==> config.mk <==
export PLATFORM = sky130hd
export DESIGN_NAME = tx_ila_gen_flat
export DESIGN_NICKNAME = d
export VERILOG_FILES = /design/src/rtl/tx_ila_gen_if.sv /design/src/rtl/tx_ila_gen.sv /design/src/flat_wrapper.sv
export SDC_FILE = /design/constraint.sdc
export NUM_CORES = 1
export LEC_CHECK = 0
export ABC_CLOCK_PERIOD_IN_PS = 4800
export CORE_MARGIN = 10
export CORE_UTILIZATION = 29
export DETAILED_ROUTE_END_ITERATION = 6
export HOLD_SLACK_MARGIN = 0.1
export PLACE_DENSITY_LB_ADDON = 0.2
export SYNTH_ARGS = -nofsm -noshare
export SYNTH_HDL_FRONTEND = slang
export SYNTH_SLANG_ARGS = --single-unit
==> constraint.sdc <==
create_clock -name clk -period 4.8 [get_ports clk]
set_clock_uncertainty 0.05 [all_clocks]
set_input_delay 0.96 -clock clk [delete_from_list [all_inputs] [get_ports clk]]
set_output_delay 0.96 -clock clk [all_outputs]
set_load 0.005 [all_outputs]
==> src/rtl/tx_ila_gen_if.sv <==
// Purpose : control, config and octet-stream signals of the ILA generator.
// Latency : n/a (signal bundle only).
// Backpressure: none; the octet stream has no ready, the consumer must always accept.
//
// Signals
//   i_start  one-cycle request to begin an ILA sequence
//   i_abort  terminate the running sequence immediately
//   i_cfg    14 link-configuration octets, octet n at [8n+7:8n]
//   o_data   ILA octet (HGFEDCBA)
//   o_vld    o_data/o_k valid
//   o_k      o_data is a control character
//   o_busy   sequence in progress
//   o_done   one-cycle pulse after the last octet of a complete sequence
// master = controller / stream consumer side, slave = generator side.
interface tx_ila_gen_if;
  logic         i_start;
  logic         i_abort;
  logic [111:0] i_cfg;
  logic [7:0]   o_data;
  logic         o_vld;
  logic         o_k;
  logic         o_busy;
  logic         o_done;

  modport master (
    output i_start, i_abort, i_cfg,
    input  o_data, o_vld, o_k, o_busy, o_done
  );

  modport slave (
    input  i_start, i_abort, i_cfg,
    output o_data, o_vld, o_k, o_busy, o_done
  );
endinterface

==> src/rtl/tx_ila_gen.sv <==
// Purpose : JESD204B Initial Lane Alignment octet generator for one lane (MF_NUM multiframes).
// Latency : i_start sampled at a clock edge -> /R/ presented right after that edge; 4L octets back-to-back.
// Backpressure: none; octets are emitted every cycle while busy, downstream must accept them.
//
// Ports
//   clk    character clock
//   rst_n  asynchronous active-low reset
//   ila    tx_ila_gen_if.slave: start/abort/cfg in, data/vld/k/busy/done out (all outputs registered)
module tx_ila_gen #(
  parameter int F      = 2,
  parameter int K      = 16,
  parameter int MF_NUM = 4
) (
  input  logic          clk,
  input  logic          rst_n,
  tx_ila_gen_if.slave   ila
);

  localparam int L  = F * K;
  localparam int IW = $clog2(L);
  localparam int MW = (MF_NUM > 1) ? $clog2(MF_NUM) : 1;

  localparam logic [7:0] K28_0 = 8'h1C;  // /R/
  localparam logic [7:0] K28_3 = 8'h7C;  // /A/
  localparam logic [7:0] K28_4 = 8'h9C;  // /Q/

  typedef enum logic {IDLE, RUN} state_t;

  state_t         state_q, state_n;
  logic [IW-1:0]  oct_q, oct_n;
  logic [MW-1:0]  mf_q, mf_n;
  logic [111:0]   cfg_q;
  logic           cap_cfg;

  logic [7:0]     data_q, data_n;
  logic           vld_q, vld_n;
  logic           k_q, k_n;
  logic           done_q, done_n;

  logic           oct_last, mf_last;
  logic [3:0]     cfg_idx;

  // Counters index the octet currently on the output, so RUN is exactly the
  // presentation window and the last octet is recognised while it is shown.
  assign oct_last = (oct_q == IW'(L - 1));
  assign mf_last  = (mf_q == MW'(MF_NUM - 1));

  // Next-state / counter process.
  always_comb begin
    state_n = state_q;
    oct_n   = oct_q;
    mf_n    = mf_q;
    done_n  = 1'b0;
    cap_cfg = 1'b0;
    case (state_q)
      IDLE: begin
        // Counters are already zero here, so entering RUN presents octet (0,0).
        if (ila.i_start && !ila.i_abort) begin
          state_n = RUN;
          cap_cfg = 1'b1;
        end
      end
      RUN: begin
        if (ila.i_abort) begin
          state_n = IDLE;
          oct_n   = '0;
          mf_n    = '0;
        end else if (oct_last && mf_last) begin
          state_n = IDLE;
          oct_n   = '0;
          mf_n    = '0;
          done_n  = 1'b1;
        end else if (oct_last) begin
          oct_n = '0;
          mf_n  = mf_q + MW'(1);
        end else begin
          oct_n = oct_q + IW'(1);
        end
      end
      default: state_n = IDLE;
    endcase
  end

  // Octet encoder for the next presented position. cfg_q is only read in
  // multiframe 1, long after the capture cycle, so it is always settled.
  always_comb begin
    data_n  = 8'h00;
    k_n     = 1'b0;
    vld_n   = (state_n == RUN);
    cfg_idx = 4'(oct_n - IW'(2));
    if (vld_n) begin
      if (oct_n == '0) begin
        data_n = K28_0;
        k_n    = 1'b1;
      end else if (oct_n == IW'(L - 1)) begin
        data_n = K28_3;
        k_n    = 1'b1;
      end else if (mf_n == MW'(1) && oct_n == IW'(1)) begin
        data_n = K28_4;
        k_n    = 1'b1;
      end else if (mf_n == MW'(1) && oct_n >= IW'(2) && oct_n <= IW'(15)) begin
        data_n = cfg_q[{cfg_idx, 3'b000} +: 8];
      end else begin
        data_n = 8'(oct_n);
      end
    end
  end

  always_ff @(posedge clk or negedge rst_n) begin
    if (!rst_n) begin
      state_q <= IDLE;
      oct_q   <= '0;
      mf_q    <= '0;
      cfg_q   <= '0;
      data_q  <= 8'h00;
      vld_q   <= 1'b0;
      k_q     <= 1'b0;
      done_q  <= 1'b0;
    end else begin
      state_q <= state_n;
      oct_q   <= oct_n;
      mf_q    <= mf_n;
      if (cap_cfg) begin
        cfg_q <= ila.i_cfg;
      end
      data_q  <= data_n;
      vld_q   <= vld_n;
      k_q     <= k_n;
      done_q  <= done_n;
    end
  end

  assign ila.o_data = data_q;
  assign ila.o_vld  = vld_q;
  assign ila.o_k    = k_q;
  assign ila.o_busy = vld_q;   // busy and valid cover the same cycles
  assign ila.o_done = done_q;

endmodule

==> src/flat_wrapper.sv <==
// flat-port wrapper written by rule: the top's interface ports become plain ports
module tx_ila_gen_flat 
#(
  parameter int F      = 2,
  parameter int K      = 16,
  parameter int MF_NUM = 4
)
  (clk, rst_n, ila_i_start, ila_i_abort, ila_i_cfg, ila_o_data, ila_o_vld, ila_o_k, ila_o_busy, ila_o_done);
  tx_ila_gen_if ila_i ();
  input  logic clk;
  input  logic rst_n;
  input wire logic [$bits(ila_i.i_start)-1:0] ila_i_start;
  input wire logic [$bits(ila_i.i_abort)-1:0] ila_i_abort;
  input wire logic [$bits(ila_i.i_cfg)-1:0] ila_i_cfg;
  output wire logic [$bits(ila_i.o_data)-1:0] ila_o_data;
  output wire logic [$bits(ila_i.o_vld)-1:0] ila_o_vld;
  output wire logic [$bits(ila_i.o_k)-1:0] ila_o_k;
  output wire logic [$bits(ila_i.o_busy)-1:0] ila_o_busy;
  output wire logic [$bits(ila_i.o_done)-1:0] ila_o_done;
  assign ila_i.i_start = ila_i_start;
  assign ila_i.i_abort = ila_i_abort;
  assign ila_i.i_cfg = ila_i_cfg;
  assign ila_o_data = ila_i.o_data;
  assign ila_o_vld = ila_i.o_vld;
  assign ila_o_k = ila_i.o_k;
  assign ila_o_busy = ila_i.o_busy;
  assign ila_o_done = ila_i.o_done;
  tx_ila_gen #(.F(F), .K(K), .MF_NUM(MF_NUM)) u_core (.clk(clk), .rst_n(rst_n), .ila(ila_i));
endmodule
==> summary.md <==
| Metric | Value |
|---|---|
| Hold path depth | 1 |
| Outcome | complete, no violations |
| Ys Warns | 0 |
| Post-DP HPWL | 16700 um |
| H-Tree Depth | 4 |
| CP arrival | 4.47 ns |
| Routed Antenna Nets | 0 |
| # fillers | 2145 |
| Starting Density | 29.4% |
| Drt initial violations | 339 |
| Clock group share of total power | 31.9% |
| Mapped Nets | 676 |
| Switching Fraction | 32.8% |
| Hold Path Class | flip-flop to flip-flop |
| Placed cell areas | 8180 um^2 |
| Die W | 171 um |
| Syn Inst Count | 555 |
| Clock Root Buffer | clkbuf_16 |
| CTS resizes | 0 |
| Final net count | 799 |
| Via count | 5176 |
| Global placement routability congestion | 0.889 |
| Ys flop type | dfrtp_1 |
| DRC | 0 |
| Share of cells above drive strength 1 | 25.5% |
| Critical Path Start Type | flip-flop |
| Num CTS Buffers | 17 |
| Wirelength, routed | 21900 um |
| First-pass detailed-route iteration total | 5 |
| Synth unique cells | 66 |
| Final global-route overflow total | 0 |
| Worst Tran Pin Value | 0.899 ns |
| Post-Syn Area | 6610 um^2 |
| Synth area leader | dfrtp_1 |
| Psw | 0.00130 W |
| DP Cell Count | 944 |
| Row cnt | 55 |
| Post-synth EDFFs | 0 |
| Via density | 5.30 |
| Clock buffer depth | 2 |
| Unrepaired setup endpoints after global routing | false |
| Vias in the first global route | 5580 |
| Fin crit share | 87.0% |
| Num ports | 128 |
| Area taken by flip-flops and latches | 3250 um^2 |
| Worst-skew pair later-pin latency | 0.42 ns |
| CTS clock-pin slew for the worst setup and hold paths | 0.06 ns |
| Max VDD drop | 0.182 mV |
| Seq/Total Area, Yosys | 49.2% |
| WL/cell | 22.4 um |
| Num Clock Sinks | 130 |
| Post-CTS setup buffers | 0 |
| Crit Path Category | flip-flop to flip-flop |
| Hold_buf cts | 0 |
| Setup TNS Final | 0 ns |
| Die Y-Extent | 171 um |
| Final max-slew violation count | 0 |
| Area Growth Syn to Fin | 32.4% |
| Comb power frac | 30.8% |
| Fin util | 38.9% |
| Req. time, crit path | 5.10 ns |
| Fmax | 239 MHz |
| P_int | 0.00266 W |
| Hold EP | u_core.cfg_q[56] |
| Worst r2r path cells | 12 |
| # port buffers | 127 |
| Reg2reg start | u_core.oct_q[0] |
| CP max FO | 16 |
| Number of hold violations in the final report | 0 |
| Post-route cell area | 8750 um^2 |
| R2r endpoint | u_core.ila.o_data[1] |
| First-pass GRT wire length | 33700 um |
| Die area | 29200 um^2 |
| Reg power frac | 37.3% |
| Setup slack, reg-to-reg | 0.62 ns |
| Crit end category | flip-flop |
| Initial antenna violation count | 0 |
| CTS tree | done |
| Finished Layout Cells | 977 |
| PwrDens | 453 nW/um^2 |
| Static leakage | 3.51 nW |
| Final setup fails | 0 |
| Synth area leaders | dfrtp_1 49%, mux2_2 20%, mux2i_1 4.4%, o21ai_0 2.4%, a21oi_1 1.7% |
| Fin crit period | 4.18 ns |
| Mean instance size in the synthesized netlist | 11.9 um^2 |
| #FFs+latches synth | 130 |
| Hold_sp | u_core.cfg_q[56] |
| Relative slew slack | 39.5% |
| Area of the multi-input gates | 3140 um^2 |
| Post-synth ARST share | 100% |
| Largest net degree at the start of global routing | 68 |
| Area fraction of the dominant cell type after synthesis | 49.2% |
| Max_cap viols | 0 |
| GRT Resource Usage Total | 15.3% |
| Core ar. | 22500 um^2 |
-- final cells by class --
cell class                 count  share of cell area, %
clock inverter                13                   1.56
timing repair buffer         141                   15.8
sequential                   130                   37.2
antenna                        1                 0.0286
inverter                      11                  0.472
clock buffer                  19                   4.95
tap                          285                   4.08
multi-input combinational    377                   35.9
-- power groups by stage --
stage	clock network, W	registers, W	logic, W
finish	0.00127	0.00148	0.00122
global route	0.00134	0.00150	0.00133
CTS	0.00129	0.00148	0.00122
detailed placement	0	0.00150	0.00121
global placement	0	0.00149	0.00120
floorplan	0	0.00141	0.000781
-- synthesized netlist by cell type, types with 6 or more instances --
library cell,count
a21oi_1,22
and3_1,7
buf_2,15
clkbuf_1,14
dfrtp_1,130
inv_1,9
mux2_2,119
mux2i_1,29
nand2_1,26
nand3_1,9
nor2_1,17
nor2b_1,6
nor3_1,7
o21ai_0,32
o221ai_1,6
o22ai_1,7
-- metal layers --
layer  GRT usage [%]  up-vias  wire length, um
met1            19.9     2638             9760
met4            5.75        0              477
met5               0        -                0
met3            4.45       26             1450
met2            23.3      179            10200
li1                -     2333                -
-- metrics by stage --
| step | total power, W | setup WS [ns] | hold slack, ns |
|---|---|---|---|
| 5_1_grt | 0.00417 | 0.425 | 0.468 |
| 3_3_place_gp | 0.00269 | 0.542 | 0.441 |
| 4_1_cts | 0.00398 | 0.662 | 0.460 |
| 3_5_place_dp | 0.00271 | 0.383 | 0.446 |
| 2_1_floorplan | 0.00219 | 1.36 | 0.424 |
| 6_report | 0.00396 | 0.624 | 0.456 |
-- worst max path at each step --
stage / from / slack, ns / endpoint / depth (start not counted)
6_report: u_core.oct_q[0] / 0.62 / u_core.ila.o_data[1] / 12
3_5_place_dp: ila_i_abort / 0.38 / u_core.ila.o_data[1] / 10
5_1_grt: u_core.oct_q[0] / 0.43 / u_core.ila.o_data[1] / 12
2_1_floorplan: ila_i_abort / 1.36 / u_core.ila.o_data[4] / 12
4_1_cts: u_core.oct_q[0] / 0.66 / u_core.ila.o_data[1] / 12
3_3_place_gp: ila_i_abort / 0.54 / u_core.ila.o_data[1] / 10
-- sequential cells by signal, summed over array words and instances, names as in the netlist --
register	flops
u_core.oct_q	5
u_core.ila.o_done	1
u_core.ila.o_k	1
u_core.mf_q	2
u_core.cfg_q	112
u_core.ila.o_data	8
u_core.state_q	1
-- kinds of logic (layout without fill, tap and decap cells) --
family	count (synthesis)	in the layout	share of synthesized area, %
multiplexers	148	148	24.7
other	0	1	0
AND/OR/NAND/NOR	97	97	8.16
flip-flops	130	130	49.2
buffers and inverters	48	184	3.35
XOR/XNOR	1	1	0.133
AO/OA/AOI/OAI	126	126	13.5
adder cells (fa/ha/maj)	5	5	0.946
-- worst max-delay path: stages, from the launching register on --
cell	delay (ns)
dfrtp_1	0.56
ha_1	0.32
and3_1	0.15
ha_1	0.31
or4b_1	0.54
o211a_1	0.20
ha_1	0.53
clkinv_1	0.44
a21oi_1	0.23
o221ai_1	0.13
a31o_2	0.24
a32o_1	0.26
a21oi_1	0.13
-- layout by cell type (no fill, tap or decap), drive strengths merged, types with 3 or more instances in the layout --
cell and instances:
a2111o 4, a211o 5, a211oi 5, a21oi 22, a221o 4, a221oi 5
a22oi 4, a31oi 4, and3 7, buf 15, clkbuf 19, clkdlybuf4s50 126
clkinv 7, clkinvlp 4, dfrtp 130, ha 5, inv 11, mux2 119
mux2i 29, nand2 26, nand2b 5, nand3 9, nand4 3, nor2 17
nor2b 6, nor3 8, o21ai 33, o221ai 6, o22ai 7
No activity file was read; power rests on OpenSTA's default activity.
